**src/rtl/voice_mix_scheduler.sv**
```systemverilog
`default_nettype none
// ============================================================================
//  Module      : voice_mix_scheduler
//  Description : Time-multiplexed voice mixer. Snapshots one sample per voice,
//                applies a per-voice gain through one shared signed multiplier
//                (one voice per cycle), saturates the sum to SAMPLE_W bits and
//                emits it with a one-cycle valid pulse. Gains are stepped by
//                keypad pulses.
//  Revision    : 1.0  initial release
// ============================================================================
module voice_mix_scheduler #(
    parameter int NUM_VOICES = 3,
    parameter int SAMPLE_W   = 16,
    parameter int GAIN_W     = 4
) (
    input  logic                           clk,
    input  logic                           reset_n,
    input  logic                           sample_valid,
    input  logic [NUM_VOICES*SAMPLE_W-1:0] voice_samples,
    input  logic                           gain_step,
    input  logic [1:0]                     gain_sel,
    output logic [SAMPLE_W-1:0]            mix_out,
    output logic                           mix_valid,
    output logic                           busy,
    output logic                           overrun,
    output logic [NUM_VOICES*GAIN_W-1:0]   gains
);

    localparam int IDX_W  = (NUM_VOICES > 1) ? $clog2(NUM_VOICES) : 1;
    localparam int ACC_W  = SAMPLE_W + GAIN_W + $clog2(NUM_VOICES) + 2;
    localparam int PROD_W = SAMPLE_W + GAIN_W + 1;

    localparam logic [IDX_W-1:0]  LAST_IDX   = IDX_W'(NUM_VOICES - 1);
    localparam logic [GAIN_W-1:0] GAIN_UNITY = GAIN_W'(8);

    // Saturation limits expressed at accumulator width
    localparam logic signed [ACC_W-1:0] SAT_MAX =
        {{(ACC_W-SAMPLE_W+1){1'b0}}, {(SAMPLE_W-1){1'b1}}};
    localparam logic signed [ACC_W-1:0] SAT_MIN =
        {{(ACC_W-SAMPLE_W+1){1'b1}}, {(SAMPLE_W-1){1'b0}}};

    typedef enum logic [1:0] {
        ST_IDLE = 2'd0,
        ST_MAC  = 2'd1,
        ST_OUT  = 2'd2
    } state_t;

    state_t state;
    state_t next_state;

    logic accept;
    logic mac_en;
    logic out_en;

    logic signed [SAMPLE_W-1:0] snap_s [NUM_VOICES];
    logic        [GAIN_W-1:0]   snap_g [NUM_VOICES];
    logic        [GAIN_W-1:0]   gain   [NUM_VOICES];

    logic        [IDX_W-1:0]    idx;
    logic signed [ACC_W-1:0]    acc;

    logic signed [SAMPLE_W-1:0] mul_a;
    logic        [GAIN_W-1:0]   mul_b;
    logic signed [PROD_W-1:0]   product;
    logic signed [ACC_W-1:0]    product_ext;
    logic signed [ACC_W-1:0]    shifted;
    logic signed [SAMPLE_W-1:0] sat_val;

    // State register
    always_ff @(posedge clk or negedge reset_n) begin
        if (!reset_n) begin
            state <= ST_IDLE;
        end else begin
            state <= next_state;
        end
    end

    // Next-state and per-state strobes
    always_comb begin
        next_state = state;
        accept     = 1'b0;
        mac_en     = 1'b0;
        out_en     = 1'b0;
        case (state)
            ST_IDLE: begin
                if (sample_valid) begin
                    accept     = 1'b1;
                    next_state = ST_MAC;
                end
            end
            ST_MAC: begin
                mac_en = 1'b1;
                if (idx == LAST_IDX) begin
                    next_state = ST_OUT;
                end
            end
            ST_OUT: begin
                out_en     = 1'b1;
                next_state = ST_IDLE;
            end
            default: next_state = ST_IDLE;
        endcase
    end

    // Shared multiplier: gain is zero-extended so it multiplies as unsigned
    assign mul_a       = snap_s[idx];
    assign mul_b       = snap_g[idx];
    assign product     = mul_a * $signed({1'b0, mul_b});
    assign product_ext = {{(ACC_W-PROD_W){product[PROD_W-1]}}, product};
    assign shifted     = acc >>> 3;

    // Clamp the scaled sum into the output sample range
    always_comb begin
        sat_val = shifted[SAMPLE_W-1:0];
        if (shifted > SAT_MAX) begin
            sat_val = SAT_MAX[SAMPLE_W-1:0];
        end else if (shifted < SAT_MIN) begin
            sat_val = SAT_MIN[SAMPLE_W-1:0];
        end
    end

    // Snapshot of samples and gains taken at the accepting edge
    always_ff @(posedge clk or negedge reset_n) begin
        if (!reset_n) begin
            for (int i = 0; i < NUM_VOICES; i++) begin
                snap_s[i] <= '0;
                snap_g[i] <= '0;
            end
        end else if (accept) begin
            for (int i = 0; i < NUM_VOICES; i++) begin
                snap_s[i] <= $signed(voice_samples[i*SAMPLE_W +: SAMPLE_W]);
                snap_g[i] <= gain[i];
            end
        end
    end

    // Accumulator, voice counter and output registers
    always_ff @(posedge clk or negedge reset_n) begin
        if (!reset_n) begin
            acc       <= '0;
            idx       <= '0;
            mix_out   <= '0;
            mix_valid <= 1'b0;
            busy      <= 1'b0;
            overrun   <= 1'b0;
        end else begin
            mix_valid <= out_en;
            overrun   <= sample_valid & busy;
            if (accept) begin
                acc  <= '0;
                idx  <= '0;
                busy <= 1'b1;
            end
            if (mac_en) begin
                acc <= acc + product_ext;
                idx <= idx + 1'b1;
            end
            if (out_en) begin
                mix_out <= sat_val;
                busy    <= 1'b0;
            end
        end
    end

    // Per-voice gain registers, stepped with wrap-around
    for (genvar i = 0; i < NUM_VOICES; i++) begin : g_gain
        always_ff @(posedge clk or negedge reset_n) begin
            if (!reset_n) begin
                gain[i] <= GAIN_UNITY;
            end else if (gain_step && (32'(gain_sel) == i)) begin
                gain[i] <= gain[i] + 1'b1;
            end
        end
        assign gains[i*GAIN_W +: GAIN_W] = gain[i];
    end

endmodule
`default_nettype wire
```
**config.mk**
```make
export PLATFORM = sky130hd
export DESIGN_NAME = voice_mix_scheduler
export DESIGN_NICKNAME = d
export VERILOG_FILES = /design/src/rtl/voice_mix_scheduler.sv
export SDC_FILE = /design/constraint.sdc
export NUM_CORES = 1
export LEC_CHECK = 0
export BUFFER_PORTS_ARGS = -buffer_cell sky130_fd_sc_hd__buf_2
export CORE_MARGIN = 2
export CORE_UTILIZATION = 42
export CTS_CLUSTER_SIZE = 14
export DETAILED_ROUTE_END_ITERATION = 8
export GPL_ROUTABILITY_DRIVEN = 1
export SLEW_MARGIN = 20
export SYNTH_ARGS = -nofsm -noshare
export SYNTH_HDL_FRONTEND = slang
export SYNTH_SLANG_ARGS = --single-unit
```
**constraint.sdc**
```tcl
create_clock -name clk -period 8.7 [get_ports clk]
set_input_delay 0.435 -clock clk [delete_from_list [all_inputs] [get_ports clk]]
set_output_delay 0.435 -clock clk [all_outputs]
set_load 0.005 [all_outputs]
```
-- After elaboration in Yosys (flattened, before gate mapping)
Index checks and enable logic that the tools add are counted.
- latch bits: 0
- ROM bits: 0
- memories kept: 0
- logic and storage cells: 63
- output and inout port bits: 31
- input bits: 54
- bits in writable memories: 0
- bits in registers: 119
- magnitude comparators: 3
- div/mod/pow operators: 0
- shift operators: 0
- $add $sub $neg: 5
- bitwise gates (word level): 2
- equality and inequality tests: 7
- reduce and logical (&&, ||, !) cells: 8
- mux-type cells: 21
- multiply operators: 1
- operators by type and width (operator ; count):
    16-bit 2-to-1 mux ; 4
    24-bit 2-to-1 mux ; 2
    16-bit binary-select mux with 2-bit select ; 1
    24-bit by 21-bit adder with 24-bit output ; 1
    21-bit by 16-bit > comparator with 1-bit output, second input constant ; 1
    21-bit by 16-bit < comparator with 1-bit output, second input constant ; 1
    16-bit by 5-bit multiplier with 21-bit output ; 1
    4-bit by 1-bit adder with 4-bit output, second input constant ; 3
    4-bit binary-select mux with 2-bit select ; 1
    2-bit 2-to-1 mux ; 4
    4-bit 2-to-1 mux ; 2
    2-bit == test, second input constant ; 3
    1-bit 2-to-1 mux ; 6
    2-bit by 1-bit == test with 1-bit output, second input constant ; 2
    2-bit zero test ; 2
    2-bit != test, second input constant ; 2
    2-bit one-hot mux with 2 select lines ; 1
    2-bit nonzero test ; 2
    3-bit >= comparator, second input constant ; 1
    1-bit logical AND ; 3
    2-bit inverter with 3-bit output ; 1
    2-bit by 1-bit adder with 2-bit output, second input constant ; 1
    2-bit AND reduction ; 1
    1-bit bitwise AND ; 1

-- Depth between registers and ports, before layout
Gate-level depths: netlist of run 1.
- depth after elaboration: 7
- depth in mapped cells: 21
- depth with buffers taken out: 19

-- Worst setup path after synthesis of run 1
Ideal clock, no wire load.
- path type: flip-flop to flip-flop
- start: register idx[1]
- end: register acc[17]
- arrival time: 4.798 ns
- setup slack: 3.781 ns
- library setup time: 0.122 ns
- data required time: 8.578 ns
- buffers on the path: 3
- period minus slack after synthesis: 4.919 ns
- stages on the path, launching flop included: 21
- path through: dfrtp_1 > buf_2 > buf_2 > mux2i_1 > nor2_1 > a21oi_1 > clkbuf_1 > nor2_1 > fa_1 > fa_1 > inv_1 > fa_1 > inv_1 > ha_1 > a21o_1 > a21oi_1 > a21oi_1 > o21bai_2 > a21oi_1 > or3_1 > a32o_1
- word-level cells in the longest chain between the ends: 7
- elaborated cells on any way between the ends: 10
- those cells by class: add/sub (1); mul (1); mux (7); bitwise (1)
- ends and longest elaborated chain (item ; RTL line ; source):
    from (decl) ; 59 ; logic [IDX_W-1:0] idx;
    from (signal assigned) ; 156 ; idx <= idx + 1'b1;
    2-bit inverter with 3-bit output (implied by the code) (*) ; 106, 107 ;
    16-bit binary-select mux with 2-bit select or 4-bit binary-select mux with 2-bit select (tied branches) ; 106, 107 ;
    16-bit 2-to-1 mux (implied by the code) or 4-bit 2-to-1 mux (tied branches) (2 in series) ; 106, 107 ;
    16-bit by 5-bit multiplier with 21-bit output (*) ; 108 ; assign product = mul_a * $signed({1'b0, mul_b});
    24-bit by 21-bit adder with 24-bit output (*) ; 155 ; acc <= acc + product_ext;
    24-bit 2-to-1 mux (*) ; 154 ; if (mac_en) begin
    to (signal assigned) ; 155 ;
    to (decl) ; 60 ; logic signed [ACC_W-1:0] acc;
Every way passes the cells marked *; elsewhere a longest branch is shown, timed or not. The select of a mux whose other input is x is not followed.
A chain may end at the register's enable or synchronous reset.

-- Final worst setup path of run 1
- start: register idx[0]
- end: register acc[21]
The elaborated chain is that of the path after synthesis.

==> results of run 1 <==
==> final timing paths <==
check                                  from           to  slack [ns]
max                                  idx[0]      acc[21]        2.76
min                                 reset_n   snap_s[32]        0.05
max reg2reg                          idx[0]      acc[21]        2.76
min reg2reg                     mix_out[13]  mix_out[13]        0.47
max in group asynchronous           reset_n  mix_out[15]        7.31
min in group clk           voice_samples[6]   snap_s[38]        0.24
==> cell usage after synthesis (6+ instances only) <==
| cell type | number |
|---|---|
| sky130_fd_sc_hd__mux2i_1 | 21 |
| sky130_fd_sc_hd__a21oi_1 | 67 |
| sky130_fd_sc_hd__xor2_1 | 11 |
| sky130_fd_sc_hd__mux2_2 | 64 |
| sky130_fd_sc_hd__dfrtp_1 | 116 |
| sky130_fd_sc_hd__o22ai_1 | 15 |
| sky130_fd_sc_hd__a21o_1 | 7 |
| sky130_fd_sc_hd__nor2_1 | 90 |
| sky130_fd_sc_hd__o21ai_1 | 11 |
| sky130_fd_sc_hd__fa_1 | 58 |
| sky130_fd_sc_hd__o21ai_0 | 21 |
| sky130_fd_sc_hd__ha_1 | 52 |
| sky130_fd_sc_hd__clkbuf_1 | 27 |
| sky130_fd_sc_hd__xnor2_1 | 18 |
| sky130_fd_sc_hd__nand2_1 | 61 |
| sky130_fd_sc_hd__nand4_1 | 6 |
| sky130_fd_sc_hd__inv_1 | 117 |
==> registers in the layout (all words and copies together), names as in the netlist <==
| register | cells |
|---|---|
| acc | 24 |
| mix_valid | 1 |
| idx | 2 |
| overrun | 1 |
| snap_s | 48 |
| mix_out | 16 |
| busy | 1 |
| state | 2 |
| gains | 12 |
| snap_g | 12 |
==> critical path, delay by kind of cell, from the launching register on <==
| kind | cells | cell delay (ns) |
|---|---|---|
| fa+ha+maj | 4 | 2.01 |
| simple gates | 3 | 1.45 |
| compound gates | 5 | 0.87 |
| flops | 1 | 0.81 |
| buf+inv | 4 | 0.48 |
| xor+xnor | 1 | 0.15 |
==> final cells by class <==
| cell class | instances | area [um2] |
|---|---|---|
| fill | 1829 | 9830 |
| tap | 265 | 332 |
| clock buffer | 18 | 439 |
| sequential | 119 | 2980 |
| inverter | 117 | 439 |
| timing repair buffer | 93 | 490 |
| multi-input combinational | 558 | 4690 |
| clock inverter | 14 | 139 |
==> per-stage QoR <==
stage               setup WS, ns  area [um2]
floorplan                   3.78        8220
global placement            2.65        8930
detailed placement          2.46        8930
CTS                         2.45        9510
global route                2.23        9510
finish                      2.76        9510
==> logic make-up after synthesis <==
group,after synthesis,share of synthesized area [%]
AOI/OAI and AO/OA,142,10.3
adders and majority gates,110,22.0
buffers and inverters,148,6.80
and+or+nand+nor,192,10.2
xor gates and xnor gates,29,3.09
DFF,119,36.3
muxes,85,11.3
==> per-layer routing <==
metal / vias up / share of wire (%)
li1: 2897 / -
met1: 2765 / 53
met2: 129 / 41
met3: 15 / 3.9
met4: 0 / 1.4
met5: - / 0
==> results.md, run 1 <==
Run status:
- The flow ran to the end, and the final reports show no timing, DRC or antenna violations.

Critical path:
- The largest stage delay on the critical path is 0.81 ns.
- The largest fanout of any net on the critical path is 24.
- The critical path goes through inv_1, nor2_2, a21oi_1, buf_4, nor2_1, fa_1, fa_1, inv_1, fa_1, inv_1, ha_1, nand4_1, o41ai_1, a21oi_1, o21ai_1, xnor2_1, o22ai_1.
- STA puts the critical path data required time at 8.96 ns.
- STA classifies the critical path endpoint as a flop.
- The worst setup path is launched from a flop.
- The worst setup path is of the reg -> reg kind.
- At the worst endpoint, the arrival time is 6.20 ns.
- The highest-delay cell along the critical path is sky130_fd_sc_hd__dfrtp_1.
- The number of cells on the worst reg-to-reg path is 17.

Placement:
- In this run, placement finished with an instance count of 1,152.
- At the end of routability-driven placement, the weighted congestion stood at 0.896.
- The count of buffers added on input and output ports is 84.
- Once detailed placement completed, the half-perimeter wirelength came to 13.5 mm.

Clock tree:
- Once the clock tree was built, the resizer swapped 0 gates to a different size.
- For this design, the sink count on the clock tree is 119.
- For this design, the CTS-stage hold fixing added 0 buffers.
- Clock latency on the worst-skew pair, taken at its later pin, is 0.42 ns.
- The setup fix buffers added after clock tree synthesis is 0.
- TritonCTS built the clock tree.
- In this run the number of H-tree levels came out at 4.
- The CTS buffer count is 17.
- The longest clock path from root to sink contains 2 buffers.
- In this run the clock root is driven by a sky130_fd_sc_hd__clkbuf_16.
- Clock-pin slew was measured on the worst setup and hold paths at 0.06 ns.

Floorplan:
- The floorplan step set the die width to 144 um.
- The placeable core region is 19,300 um2.
- The I/O pin count is 85.
- The row count is 51.
- Once the floorplan was initialized, standard cells occupied 42.5% of the core.
- The area enclosed by the die boundary is 20,700 um2.
- The floorplan step set the die height to 144 um.

Global routing:
- Across every metal layer, demand over resource in global routing totals 19.0%.
- The pin count of the biggest net entering global routing is 76.
- For met1 alone, demand over resource in global routing was 28.6%.
- After global routing, the most crowded layer is met1.
- The number of global-route vias before repair was 5,875.
- The global routing met3 resource utilization is 3.77%.
- The total congestion overflow is 0.
- The number of antenna violations at the first check in global routing is 0.
- For met2 alone, demand over resource in global routing was 27.6%.
- The first-pass GRT wire length is 30.2 mm.

Logic synthesis:
- Among all flip-flop cells after synthesis, the most frequent one is sky130_fd_sc_hd__dfrtp_1.
- The instance count of the mapped netlist is 825.
- The largest total area in the synthesized netlist belongs to sky130_fd_sc_hd__dfrtp_1.
- Yosys mapped a number of flops with a built-in enable equal to 0.
- The number of warnings reported in the yosys synthesis log is 0.
- The share of synthesized area in the top cell type comes to 35.3%.
- The post-synthesis async set-or-reset flop share is 100%.
- The number of nets produced by synthesis is 989.
- In the post-synthesis netlist, the biggest area contributors are sky130_fd_sc_hd__dfrtp_1, sky130_fd_sc_hd__fa_1, sky130_fd_sc_hd__mux2_2.
- In this run the cell area of the synthesized design comes to 8220 um2.
- The number of synthesized register bits is 119.
- The distinct cell type count after synthesis is 53.
- For this run, the register share of the synthesized area comes to 36.3%.
- The average cell area after synthesis is 9.96 um2.

Layout:
- For this run, the post-layout net count is 1,070.
- The share of layout cells above drive strength 1 is 22.2%.
- The top cell types in the final layout, fill and taps aside, are sky130_fd_sc_hd__inv_1, sky130_fd_sc_hd__dfrtp_1, sky130_fd_sc_hd__nor2_1, sky130_fd_sc_hd__buf_2, sky130_fd_sc_hd__a21oi_1.
- The count of cells in the finished layout, fillers not included, comes to 1,184.
- The core utilization of the finished layout is 49.2%.
- Relative to the synthesized area, the layout overhead comes to 15.7%.
- Leaving out fill and tap cells, the most frequent cell in the layout is sky130_fd_sc_hd__inv_1.
- 0 antenna diodes ended up in the layout.

STA:
- Setup violations remaining at the end of the flow were counted as 0.
- Of the available clock period, the critical path in the final layout requires 68.3%.
- The minimum clock period is 5.94 ns.
- Based on the critical path, the design can be clocked at up to 168 MHz.
- The worst hold margin is 0.0503 ns.
- The slew at the pin with the worst max-slew slack is 1.05 ns.
- The total negative setup slack is 0 ns.
- Setup repair after global routing left no endpoint under its margin.
- Headroom to the max-slew limit came out at 30.1%.
- The count of pins over their slew limit was 0.
- The hold violation count in the final report is 0.
- The final worst clock skew is 0.0104 ns.

Drt:
- After detailed routing, the average wire length per cell comes to 15.0 um.
- The length of the first detailed-routing pass in iterations is 4.
- The detailed-route via count is 5,806.
- Using the TritonRoute via totals, the vias-per-cell ratio works out to 4.90.
- The DRC violation count after routing is 0.
- For this block, the routed nets add up to 17.8 mm of wire.
- The number of nets with antenna violations after detailed routing is 0.
- The number of DRC violations after detailed-routing iteration 0 is 272.

Min path:
- In this run the worst hold path is classified as in -> async.

Flow run:
- The number of maximum-capacitance violations is 0.
Power of run 1 is left out: the tool's default activity adds up to more than one toggle a clock period on the data nets, which glitch-free logic cannot reach.
==> run 2: changes to the inputs <==
- clock period: 8.7 -> 6.2 ns (I/O delays scaled with it)
==> run 2 against run 1 <==
Effect of this change: fmax up 16%; highest routed layer unchanged; die area unchanged; cell area up 0.91%; clock-buffer cell count unchanged; wire length down 2.4%; core utilization up 0.45 points; worst hold slack better by 0.068 ns; register-to-register slack worse by 1.7 ns.
==> results.md, run 2 (synthesis results as in run 1) <==
Critical path:
- The critical path in this run is classified as reg -> reg.
- Traced cell by cell, the critical path runs through buf_12, mux2i_1, nor2_1, a21oi_1, nor2_1, fa_1, fa_1, inv_1, fa_1, inv_1, ha_1, a21o_1, a21oi_1, a21oi_2, or2_4, a41oi_4, xor2_1, o22ai_1.
- The largest fanout of any net on the critical path came to 12 (-50%).
- The largest stage delay on the critical path is 0.73 ns (-0.08 ns).
- The critical path data arrival time came to 5.35 ns (-0.85 ns).
- STA classifies the critical path endpoint as a flop.
- The origin of the critical flop-to-flop path is idx[1].
- The number of cells on the worst reg-to-reg path is 18 (+1).
- The worst setup path is launched from a flop.
- The endpoint identified for the worst register-to-register timing path is acc[18].
- The required time at the worst-slack endpoint was 6.44 ns (-2.52 ns).
- The most frequent cell on the critical path is sky130_fd_sc_hd__fa_1.
- The highest-delay cell along the critical path is sky130_fd_sc_hd__dfrtp_1.
- The worst setup slack for register-to-register paths is 1.09 ns (-1.66 ns).

Clock tree:
- Clock tree synthesis selected as its root buffer the cell sky130_fd_sc_hd__clkbuf_16.
- The number of gates resized after cts is 0 (unchanged).
- The post-cts hold buffer count is 1 (+1).
- The setup fix buffers added after clock tree synthesis was 0 (unchanged).
- The clock latency reported for the late side of the worst-skew pair is 0.42 ns (about the same).
- The H-tree depth is 4 (unchanged).
- The CTS tree is yes.
- The number of buffers on the longest clock path is 2 (unchanged).
- The CTS sink count is 119 (unchanged).
- The CTS buffer count is 17 (unchanged).
- The register clock-pin slew on the reported worst setup and hold paths is 0.06 ns (about the same).

Layout:
- The number of standard cells in the layout, taps in and fillers out came to 1,189 (+0.42%).
- The count of antenna diodes in the layout is 0 (unchanged).
- The share of layout cells above drive strength 1 is 22.4% (+0.20 points).
- In the layout the commonest cells are sky130_fd_sc_hd__inv_1, sky130_fd_sc_hd__dfrtp_1, sky130_fd_sc_hd__nor2_1, sky130_fd_sc_hd__buf_2, sky130_fd_sc_hd__a21oi_1.
- The register ranked first by flip-flop count is snap_s.
- The area used by multi-input combinational logic is 4680 um2 (about the same).
- The layout overhead on the synthesized area is 16.7%.
- The number of fill cells is 1,815 (-0.77%).
- The number of flip-flops under the largest register name is 48 (unchanged).
- The count of nets after finishing is 1,075 (+0.47%).
- Leaving out fill and tap cells, the most frequent cell in the layout is sky130_fd_sc_hd__inv_1.
- The area occupied by registers came to 2980 um2 (unchanged).
- The largest registers in the layout are snap_s: 48 flops, acc: 24 flops, mix_out: 16 flops.

Floorplan:
- The placeable core region is 19,300 um2 (unchanged).
- The area enclosed by the die boundary is 20,700 um2 (unchanged).
- The width of the die was 144 um (unchanged).
- The die outline height is 144 um (unchanged).
- The I/O pin count is 85 (unchanged).
- The effective utilization at floorplan is 42.5% (unchanged).
- The row count came to 51 (unchanged).

Global routing:
- The first-pass GRT wire length came to 30.2 mm (about the same).
- The number of global-route vias before repair is 6,044 (+2.9%).
- The global routing met3 resource utilization is 3.70% (-0.067 points).
- The global routing stage identified its most utilized layer as met1.
- The number of antenna violations at the first check in global routing is 0 (unchanged).
- The total routing usage reported by global routing was 18.7% (-0.23 points).
- The met2 usage in global routing was 27.6% (+0.050 points).
- The total congestion overflow came to 0 (unchanged).
- The pin count of the biggest net entering global routing came to 82 (+7.9%).
- The fraction of met1 tracks used by global routing is 27.9% (-0.72 points).

STA:
- The total negative setup slack was 0 ns (unchanged).
- Setup repair after global routing left no endpoint under its margin.
- The minimum clock period is 5.11 ns (-0.835 ns).
- The setup-violating endpoint count in the final report came to 0 (unchanged).
- The count of pins over their slew limit came to 0 (unchanged).
- The worst relative slew slack is 31.6% (+1.5 points).
- The slew at the pin with the worst max-slew slack was 1.03 ns (-0.0223 ns).
- The highest achievable clock rate is 196 MHz (+16%).
- The hold violation count in the final report was 0 (unchanged).
- The ratio of final minimum period to clock period came to 82.4% (+14 points).
- The final worst clock skew came to 0.0163 ns (+0.00589 ns).

Drt:
- The number of DRC violations after detailed-routing iteration 0 is 345 (+27%).
- The number of nets with antenna violations after detailed routing came to 0 (unchanged).
- The detailed-route via count is 5,827 (+0.36%).
- The average vias per placed instance is 4.90 (about the same).
- The length of the first detailed-routing pass in iterations came to 5 (+1).
- The post-detailed-routing wire length is 17.4 mm (-2.4%).
- The average detailed-routed wire length per instance is 14.6 um (-2.8%).
- The DRC violation count after routing came to 0 (unchanged).

Placement:
- The count of buffers inserted at the top-level ports was 84 (unchanged).
- The final estimated routing congestion in global placement was 0.893 (-0.37%).
- The half-perimeter wire length after detailed placement is 13.1 mm (-2.4%).
- The total placed cells including tap cells is 1,156 (+0.35%).

Min path:
- The path with the worst hold slack has its endpoint at snap_s[10].
- In this run the most critical hold path is launched from voice_samples[42].
- In this run the worst hold path is classified as in -> reg.
- The number of cells traversed by the worst hold path is 2.

Run status:
- The run finished with clean final reports.

Flow run:
- The number of maximum-capacitance violations is 0 (unchanged).
[run 2: changes by cell type in the layout (fill, tap and decap cells not counted), sizes merged]
cell         change
inv              -4
clkinvlp         +4
dlygate4sd3      +1
bufinv           +2
buf              +4
clkinv           -2
[run 2: area by class of cell]
cell class	count	share of cell area [%]
clock buffers	18	4.58
clock inverters	14	1.83
inverters	117	4.58
multi-input cells	558	48.8
flip-flops and latches	119	31.1
well taps	265	3.46
repair buffers	98	5.66
[run 2: per-stage QoR]
step | worst slack [ns] | hold slack, ns | cell area [um2] | utilization (%)
3_3_place_gp | 1.14 | 0.368 | 8970 | 46.4
4_1_cts | 1.07 | 0.102 | 9590 | 49.6
2_1_floorplan | 1.28 | 0.0144 | 8220 | -
3_5_place_dp | 1.09 | 0.369 | 8970 | 46.4
6_report | 1.09 | 0.118 | 9590 | 49.6
5_1_grt | 0.694 | 0.112 | 9590 | 49.6
[run 2: critical path, delay by kind of cell, from the launching register on]
family                   cells  cell delay (ns)
XOR/XNOR                     1             0.19
AO/OA/AOI/OAI                6             1.14
adder cells (fa/ha/maj)      4             1.88
buffers and inverters        3             0.32
AND/OR/NAND/NOR              3             0.45
flip-flops                   1             0.73
multiplexers                 1             0.22
[run 2: how the worst max path moves through the flow]
stage,to,startpoint,depth (start not counted),slack [ns]
global placement,acc[18],idx[1],18,1.14
global route,acc[23],idx[1],18,0.69
CTS,acc[18],idx[1],18,1.07
detailed placement,acc[18],idx[1],18,1.09
finish,acc[18],idx[1],18,1.09
floorplan,acc[17],idx[1],20,1.28
[run 2: metal layers]
layer	up-vias	routed length, um
met2	128	7360
met4	0	161
met5	-	0
met3	8	999
met1	2794	8850
li1	2897	-
Power of run 2 is left out for the same reason.
==> run 3: changes to the inputs <==
- clock period: 6.2 -> 4.9 ns (I/O delays scaled with it)
==> run 3 against run 2 <==
Effect of this change: critical path depth rose by 1; sequential share of layout area fell by 0.60 points; wire length rose by 1.5%; setup slack got worse by 0.93 ns; via count rose by 0.48%; worst hold slack got worse by 0.064 ns; clock-buffer cell count rose by 2; critical endpoint unchanged.
==> results.md, run 3 (synthesis results as in run 1) <==
Layout:
- The most frequent standard cell in the layout excluding fill and tap cells is sky130_fd_sc_hd__inv_1.
- The top cell types in the final layout, fill and taps aside, are sky130_fd_sc_hd__inv_1, sky130_fd_sc_hd__dfrtp_1, sky130_fd_sc_hd__nor2_1, sky130_fd_sc_hd__buf_2, sky130_fd_sc_hd__mux2_2.
- The count of antenna diodes in the layout came to 0 (unchanged).
- The largest registers in the layout are snap_s: 48 flops, acc: 24 flops, mix_out: 16 flops.
- The count of nets after finishing is 1,093 (+1.7%).
- The share of layout cells above drive strength 1 came to 25.4% (+3.0 points).
- The layout overhead on the synthesized area is 19.0%.
- The number of flip-flops under the largest register name is 48 (unchanged).
- snap_s holds more flip-flops than any other register.
- The number of standard cells in the layout, taps in and fillers out is 1,207 (+1.5%).

STA:
- Setup repair after global routing could not meet its margin everywhere.
- The final worst clock skew is 0.0141 ns (-0.00227 ns).
- The setup-violating endpoint count in the final report came to 0 (unchanged).
- The ratio of final minimum period to clock period was 96.8% (+14 points).
- The highest achievable clock rate was 211 MHz (+7.7%).
- The hold violation count in the final report came to 0 (unchanged).
- The count of pins over their slew limit is 0 (unchanged).
- The worst relative slew slack came to 31.8% (+0.15 points).
- The slew at the pin with the worst max-slew slack came to 1.02 ns (-0.00227 ns).
- The smallest setup slack after layout was 0.156 ns (-0.934 ns).
- The minimum clock period is 4.74 ns (-0.366 ns).

Floorplan:
- The I/O pin count was 85 (unchanged).
- The die outline height came to 144 um (unchanged).
- The placeable core region is 19,300 um2 (unchanged).
- The area enclosed by the die boundary came to 20,700 um2 (unchanged).
- The row count was 51 (unchanged).
- The effective utilization at floorplan came to 42.5% (unchanged).
- The width of the die is 144 um (unchanged).

Global routing:
- The total congestion overflow is 0 (unchanged).
- The first-pass GRT wire length is 29.6 mm (-1.9%).
- The pin count of the biggest net entering global routing is 82 (unchanged).
- The number of global-route vias before repair is 5,933 (-1.8%).
- The number of antenna violations at the first check in global routing is 0 (unchanged).
- The total routing usage reported by global routing came to 18.4% (-0.31 points).

Clock tree:
- The clock latency reported for the late side of the worst-skew pair is 0.42 ns (about the same).
- The CTS tree is yes.
- The CTS sink count came to 119 (unchanged).
- The number of buffers on the longest clock path was 2 (unchanged).
- The tree is rooted in a sky130_fd_sc_hd__clkbuf_16.
- The register clock-pin slew on the reported worst setup and hold paths is 0.06 ns (about the same).
- The CTS buffer count was 17 (unchanged).
- The H-tree depth is 4 (unchanged).

Critical path:
- The largest fanout of any net on the critical path is 16 (+4).
- The critical path is of the reg -> reg type.
- STA classifies the critical path endpoint as a flop.
- The worst setup path is launched from a flop.
- The required time at the worst-slack endpoint came to 5.15 ns (-1.29 ns).
- The critical path data arrival time is 5.00 ns (-0.35 ns).

Drt:
- The detailed-route via count was 5,855 (+0.48%).
- The DRC violation count after routing is 0 (unchanged).
- The average detailed-routed wire length per instance is 14.6 um (about the same).
- The average vias per placed instance came to 4.85 (-1.0%).
- The number of DRC violations after detailed-routing iteration 0 was 319 (-7.5%).
- The number of nets with antenna violations after detailed routing is 0 (unchanged).
- The length of the first detailed-routing pass in iterations is 4 (-1).
- The post-detailed-routing wire length is 17.6 mm (+1.5%).

Placement:
- The count of buffers inserted at the top-level ports is 84 (unchanged).
- The final estimated routing congestion in global placement is 0.897 (+0.46%).
- The post-placement worst setup slack is 0.0173 ns (-1.07 ns).
- The half-perimeter wire length after detailed placement is 13.2 mm (+0.72%).
- The total placed cells including tap cells is 1,172 (+1.4%).

Run status:
- The run finished with clean final reports.

Flow run:
- The number of maximum-capacitance violations came to 0 (unchanged).

Min path:
- The classification of the worst-slack hold path is in -> reg.
[run 3: stage by stage]
stage	util (%)	TNS [ns]	hold slack, ns	area [um2]
2_1_floorplan	-	0	-0.0506	8220
3_3_place_gp	47.2	0	0.352	9130
3_5_place_dp	47.2	0	0.346	9130
4_1_cts	50.1	0	0.0382	9690
5_1_grt	50.6	-0.259	0.0371	9780
6_report	50.6	0	0.0544	9780
[run 3: layout make-up]
cell class	instances	area [um2]
clock buffers	20	447
repair buffers	116	723
clock inverters	12	104
multi-input cells	558	4760
inverters	117	439
flip-flops and latches	119	2980
well taps	265	332
fillers	1801	9550
[run 3: final timing paths]
path | endpoint | cells after the start | startpoint | slack [ns]
setup / recovery | acc[18] | 19 | idx[1] | 0.16
max in group asynchronous | mix_out[9] | 3 | reset_n | 3.18
hold / removal | snap_s[42] | 2 | voice_samples[10] | 0.05
hold reg to reg | mix_out[11] | 2 | mix_out[11] | 0.47
min in group asynchronous | snap_s[33] | 2 | reset_n | 0.43
setup reg to reg | acc[18] | 19 | idx[1] | 0.16
[run 3: critical path, stage by stage (launching register included)]
cell	delay, ns
sky130_fd_sc_hd__dfrtp_1	0.41
sky130_fd_sc_hd__buf_12	0.18
sky130_fd_sc_hd__mux2i_1	0.20
sky130_fd_sc_hd__nor2_1	0.05
sky130_fd_sc_hd__a21oi_1	0.18
sky130_fd_sc_hd__buf_6	0.23
sky130_fd_sc_hd__nor2_1	0.09
sky130_fd_sc_hd__fa_1	0.51
sky130_fd_sc_hd__inv_1	0.05
sky130_fd_sc_hd__fa_1	0.47
sky130_fd_sc_hd__fa_1	0.54
sky130_fd_sc_hd__inv_1	0.04
sky130_fd_sc_hd__ha_1	0.34
sky130_fd_sc_hd__and2b_1	0.20
sky130_fd_sc_hd__o2111ai_2	0.21
sky130_fd_sc_hd__a21oi_2	0.09
sky130_fd_sc_hd__or2_4	0.28
sky130_fd_sc_hd__a41oi_4	0.24
sky130_fd_sc_hd__xor2_1	0.17
sky130_fd_sc_hd__o22ai_1	0.09
[run 3: per-layer routing]
metal | up-vias | GRT usage, % | part of all wire [%]
li1 | 2929 | - | -
met1 | 2800 | 26.9 | 50
met2 | 107 | 27.6 | 44
met3 | 19 | 3.87 | 4.3
met4 | 0 | 5.52 | 1.8
met5 | - | 0 | 0
[run 3: what timing repair did]
action | 4_1_cts | 5_1_grt
endpoints found under the setup margin | 0 | 11
setup buffers | 0 | 2
gates resized for setup | 0 | 19
hold endpoints to repair | 53 | 0
hold buffers | 1 | 0
Power of run 3 is left out for the same reason.
